===== config.mk =====
export PLATFORM = sky130hd
export DESIGN_NAME = tc2sm_serial
export DESIGN_NICKNAME = d
export VERILOG_FILES = /design/src/rtl/tc2sm_serial.sv
export SDC_FILE = /design/constraint.sdc
export NUM_CORES = 1
export LEC_CHECK = 0
export ABC_AREA = 1
export BUFFER_PORTS_ARGS = -buffer_cell sky130_fd_sc_hd__buf_2
export CORE_UTILIZATION = 50
export DETAILED_ROUTE_END_ITERATION = 16
export PLACE_DENSITY = 0.74
export REMOVE_ABC_BUFFERS = 1
export SYNTH_ARGS = -nofsm -noshare
export SYNTH_HDL_FRONTEND = slang
export SYNTH_SLANG_ARGS = --single-unit

===== constraint.sdc =====
create_clock -name clk -period 1.3 [get_ports clk]
set_clock_uncertainty 0.1 [all_clocks]
set_input_delay 0.195 -clock clk [delete_from_list [all_inputs] [get_ports clk]]
set_output_delay 0.195 -clock clk [all_outputs]
set_load 0.01 [all_outputs]

===== src/rtl/tc2sm_serial.sv =====
// rtl/tc2sm_serial.sv - bit-serial two's-complement to sign-magnitude converter
// Optional most-negative flag output err is built only with TC2SM_MINNEG_ERR_EN defined.
module tc2sm_serial #(
  parameter int WIDTH = 4
) (
  input  logic             clk,
  input  logic             rst,
  input  logic             in_valid,
  output logic             in_ready,
  input  logic [WIDTH-1:0] in_data,
  output logic             out_valid,
  input  logic             out_ready,
  output logic [WIDTH-1:0] out_data,
  output logic             busy
`ifdef TC2SM_MINNEG_ERR_EN
  ,
  output logic             err
`endif
);

  localparam int CW = (WIDTH > 2) ? $clog2(WIDTH) : 1;

  typedef enum logic [1:0] {IDLE, SHIFT, DONE} state_t;

  state_t           state_q;
  logic             sign_q;
  logic             seen_q;
  logic [WIDTH-2:0] sr_q;
  logic [WIDTH-2:0] res_q;
  logic [CW-1:0]    cnt_q;

  logic             o_bit;
  logic             seen_d;
  logic [WIDTH-1:0] cat;
  logic [WIDTH-2:0] res_d;
  logic             last;

  // Negative words invert every bit after the first 1; positive words pass through.
  always_comb begin
    o_bit  = sr_q[0] ^ (sign_q & seen_q);
    seen_d = seen_q | (sign_q & sr_q[0]);
    cat    = {o_bit, res_q};
    res_d  = cat[WIDTH-1:1];
    last   = (cnt_q == CW'(WIDTH - 2));
  end

  assign busy = (state_q != IDLE);

  always_ff @(posedge clk) begin
    if (rst) begin
      state_q   <= IDLE;
      in_ready  <= 1'b1;
      out_valid <= 1'b0;
      out_data  <= '0;
      sign_q    <= 1'b0;
      seen_q    <= 1'b0;
      sr_q      <= '0;
      res_q     <= '0;
      cnt_q     <= '0;
`ifdef TC2SM_MINNEG_ERR_EN
      err       <= 1'b0;
`endif
    end else begin
      case (state_q)
        IDLE: begin
          if (in_valid) begin
            sign_q   <= in_data[WIDTH-1];
            sr_q     <= in_data[WIDTH-2:0];
            seen_q   <= 1'b0;
            cnt_q    <= '0;
            in_ready <= 1'b0;
            state_q  <= SHIFT;
          end
        end
        SHIFT: begin
          sr_q   <= sr_q >> 1;
          res_q  <= res_d;
          seen_q <= seen_d;
          cnt_q  <= cnt_q + CW'(1);
          if (last) begin
            out_data  <= {sign_q, res_d};
            out_valid <= 1'b1;
`ifdef TC2SM_MINNEG_ERR_EN
            // No 1 anywhere in a negative magnitude means the input was {1,0..0}.
            err       <= sign_q & ~seen_d;
`endif
            state_q   <= DONE;
          end
        end
        DONE: begin
          if (out_ready) begin
            out_valid <= 1'b0;
            in_ready  <= 1'b1;
`ifdef TC2SM_MINNEG_ERR_EN
            err       <= 1'b0;
`endif
            state_q   <= IDLE;
          end
        end
        default: state_q <= IDLE;
      endcase
    end
  end

endmodule


## Word level (Yosys, flattened, before mapping)

Cells that the tools add are included.
W data, S select, Z words.

- Bitwise logic cells: 4
- Equal/unequal tests: 6
- Mux-type cells: 15
- Add/subtract/negate cells: 1
- Reduce and logical (&&, ||, !) cells: 11

Operators by type and width:

| operator | count |
|---|---|
| $reduce_and A3 Y1 | 3 |
| $mux W2 | 4 |
| $reduce_bool A2 Y1 | 4 |
| $ne A2 B2 Y1 const B | 3 |
| $pmux W1 S2 | 3 |
| $pmux W2 S3 | 1 |
| $pmux W3 S2 | 1 |
| $reduce_and A2 Y1 | 3 |
| $eq A2 B2 Y1 const B | 2 |
| $mux W1 | 4 |
| $pmux W2 S2 | 1 |
| $mux W3 | 1 |
| $add A2 B1 Y2 const B | 1 |
| $and A1 B1 Y1 | 2 |
| $eq A2 B1 Y1 const B | 1 |
| $logic_not A2 Y1 | 1 |
| $or A1 B1 Y1 | 1 |
| $xor A1 B1 Y1 | 1 |

- Flip-flop bits (word level): 18

## Logic depth before layout (Yosys ltp)

- Depth in word-level cells: 3
- Gate-level depth with buffers: 6

## Worst setup path before layout

No wires, ideal clock.

- Path type: register to register
- From: register cnt_q[0]
- To: register out_data[2]
- Slack: 0.180 ns
- Path buffers: 0
- Cell stages (with the launch flop): 7
- Clock period less this slack: 1.120 ns
- Data arrival time: 0.908 ns
- Required time: 1.088 ns
- Cell sequence: dfxtp_1 inv_1 ha_1 nand3_1 nand2_1 nand2_1 nor2_1

- Word-level cells in the longest chain between the ends: 2

Ends and longest elaborated chain:

| element | RTL line | text |
|---|---|---|
| start, declared | 30 | `logic [CW-1:0] cnt_q;` |
| start signal, assigned | 79 | `cnt_q <= cnt_q + CW'(1);` |
| $eq A2 B2 Y1 | 44 | `last = (cnt_q == CW'(WIDTH - 2));` |
| $reduce_and A2 Y1 (no source line) | n/a |  |
| end signal, assigned | 81 | `out_data <= {sign_q, res_d};` |
| end, declared | 13 | `output logic [WIDTH-1:0] out_data,` |

No other way between the ends.
A chain may end at the register's enable or synchronous reset.

## Worst setup path in the final report

- From: register state_q[1]
- To: register res_q[2]

- Word-level cells in the longest chain between the ends: 1

Ends and longest elaborated chain:

| element | RTL line | text |
|---|---|---|
| start, declared | 25 | `state_t state_q;` |
| start signal, assigned | 51 | `state_q <= IDLE;` |
| start signal, assigned | 72 | `state_q <= SHIFT;` |
| start signal, assigned | 87 | `state_q <= DONE;` |
| $eq A2 B1 Y1 | 64 | `case (state_q)` |
| end signal, assigned | 77 | `res_q <= res_d;` |
| end, declared | 29 | `logic [WIDTH-2:0] res_q;` |

No other way between the ends.

==> metrics <==
status=finished, final reports clean; GPL Wtd Cong=0.7301; initial core utilization=54.70%; Final Hold Vio Count=0; die area=1597 um2; Lkg Pwr=0.0004275 uW; CTS tree=yes; Worst setup EP type=flop; combinational power share=14.1%; # hold bufs at CTS=0; flops & latches, synth=17; share of power burned in registers=57.5%; fmax=800.2 MHz; fin cells=138; number of remaining DRC errors=0; max-slew violations=0; Overall Global Routing Usage=22.40%; Buffers on Ports=14; H-tree level count=1; Crit Path Class=flop to flop; largest net degree at the start of global routing=13; total wire length=1472 um; Max-slew headroom=81.17%; most common cell after layout, fill and taps aside=nand2_1; Clk pwr share=28.3%; Final ANT Viol Nets=0; nets=133; io pins=15; Max Cap Viol=0; CTS Buf Count=3; Hold Path Class=input pin to flop; CP startpoint kind=flop; NetSw=262.8 uW; latest clock arrival within the worst-skew pair=0.29 ns; Die X=39.97 um; synthesized area=720.7 um2; cell count after synthesis=103; first-pass GRT wire length=2297 um; area grow syn2layout=21.01%; final design utilization=66.19%; worst-margin pin slew=0.2818 ns; setup TNS=0 ns; dpl hpwl=1090 um; RSZ-0062 raised after global routing=false; CTS sink count=17; library cells used by synthesis=12; Vias/cell=4.978; total number of vias=687; final setup violation count=0; Worst EP required=1.40 ns; CP arrival=1.35 ns; maximum fanout along the worst path=12; total global routing overflow=0; deepest clock path buffer count=2; First DRT Iteration DRCs=8; Max IR drop VDD=0.7900 mV; floorplan die height=39.97 um; Mapped Avg Cell Area=6.997 um2; Detailed Routing Iterations Pass 1=4; placed insts=133; drt wl/cell=10.67 um; Worst-path clk slew=0.09 ns; Final Cycle Share=96.13%; Cell Rows=13; post-route cell area=872.1 um2; Cell Int Power=722.2 uW; sw frac=26.68%; initial antenna violation count=0; PD cells=1129 nW/um2; commonest cells after routing, fill and taps aside=26 x nand2_1, 17 x inv_1, 15 x dfxtp_1; CTS Root Cell=clkbuf_4; warnings from Yosys=0; layout cell share with drive strength beyond 1=21.14%; dpl cell area=820.8 um2; n_diodes=0; area of the core=1318 um2; part of the Yosys area used for sequential elements=47.22%; Min Clock Period, post-route=1.250 ns; number of global-route vias before repair=580
worst paths after layout:
| kind | slack, ns | startpoint | to | depth (start not counted) |
|---|---|---|---|---|
| worst max-delay path | 0.05 | state_q[1]$_SDFFE_PP0P_ | res_q[2]$_SDFFE_PP0N_ | 5 |
| worst min-delay path | 0.03 | rst | sr_q[2]$_SDFFE_PP0P_ | 2 |
| worst max register to register | 0.05 | state_q[1]$_SDFFE_PP0P_ | res_q[2]$_SDFFE_PP0N_ | 5 |
| worst min register to register | 0.37 | sr_q[2]$_SDFFE_PP0P_ | sr_q[2]$_SDFFE_PP0P_ | 2 |
stage by stage:
stage                     setup slack [ns]  total power [uW]  hold slack [ns]
after floorplan                     0.1796             658.0           0.1641
after global placement             0.09219             709.5           0.3232
after detailed placement           0.02637             714.0           0.3286
after CTS                         0.002593             990.7          0.01368
after global routing              0.005961              1035          0.02392
final                              0.05034             984.9          0.02626
Yosys cell counts:
| cell type | instances | area [um2] |
|---|---|---|
| ha_1 | 1 | 12.51 |
| clkbuf_1 | 1 | 3.750 |
| inv_1 | 17 | 63.81 |
| nor2_1 | 11 | 41.29 |
| nor2_4 | 1 | 11.26 |
| a21oi_1 | 10 | 50.05 |
| o21ai_0 | 3 | 15.01 |
| dfxtp_1 | 17 | 340.3 |
| nand3_1 | 14 | 70.07 |
| nand3b_1 | 1 | 7.510 |
| nand2_1 | 26 | 97.59 |
| buf_4 | 1 | 7.510 |
power groups by stage:
stage	Sequential, uW	Clock (uW)	Combinational, uW
detailed placement	578	0	136
global placement	576	0	133
CTS	567	287	136
finish	567	279	139
global route	570	304	161
floorplan	576	0	82.5
routing by layer:
layer  wire length (um)  global-route usage (%)  part of all wire, %  up-vias
met5                  0                       0                    0        -
met4                 15                   12.93                  1.0        0
met3                 52                   5.000                  3.5        2
met2                713                   37.50                   48       13
met1                691                   25.95                   47      310
li1                   -                       -                    -      362
kinds of logic after synthesis:
group	after synthesis	synth area share [%]
AO/OA/AOI/OAI	13	9.027
adder cells (fa/ha/maj)	1	1.736
flip-flops	17	47.22
buffers and inverters	19	10.42
AND/OR/NAND/NOR	53	31.60
final cells by class:
cell class / count / area (um2)
Multi-Input combinational cell: 67 / 317.8
Tap cell: 15 / 18.77
Inverter: 17 / 63.81
Timing Repair Buffer: 18 / 100.1
Fill cell: 125 / 445.4
Sequential cell: 17 / 345.3
Clock buffer: 4 / 26.28
flip-flops by register name, indices dropped and copies added (netlist names):
register / cells
state_q: 2
out_valid: 1
in_ready: 1
out_data: 4
sr_q: 3
sign_q: 1
res_q: 2
cnt_q: 2
seen_q: 1
worst max-delay path: stages (launching register included):
cell and delay [ns]:
dfxtp_4 0.37, buf_4 0.14, nor2_4 0.25, nand3_1 0.16, nand2_1 0.09, inv_1 0.04
repair_timing:
item,4_1_cts,5_1_grt
setup endpoints to repair,1,8
gates resized for setup,2,4
setup buffers,0,1
pin swaps,0,0
cloned,0,0
(Power assumes the default switching activity.)
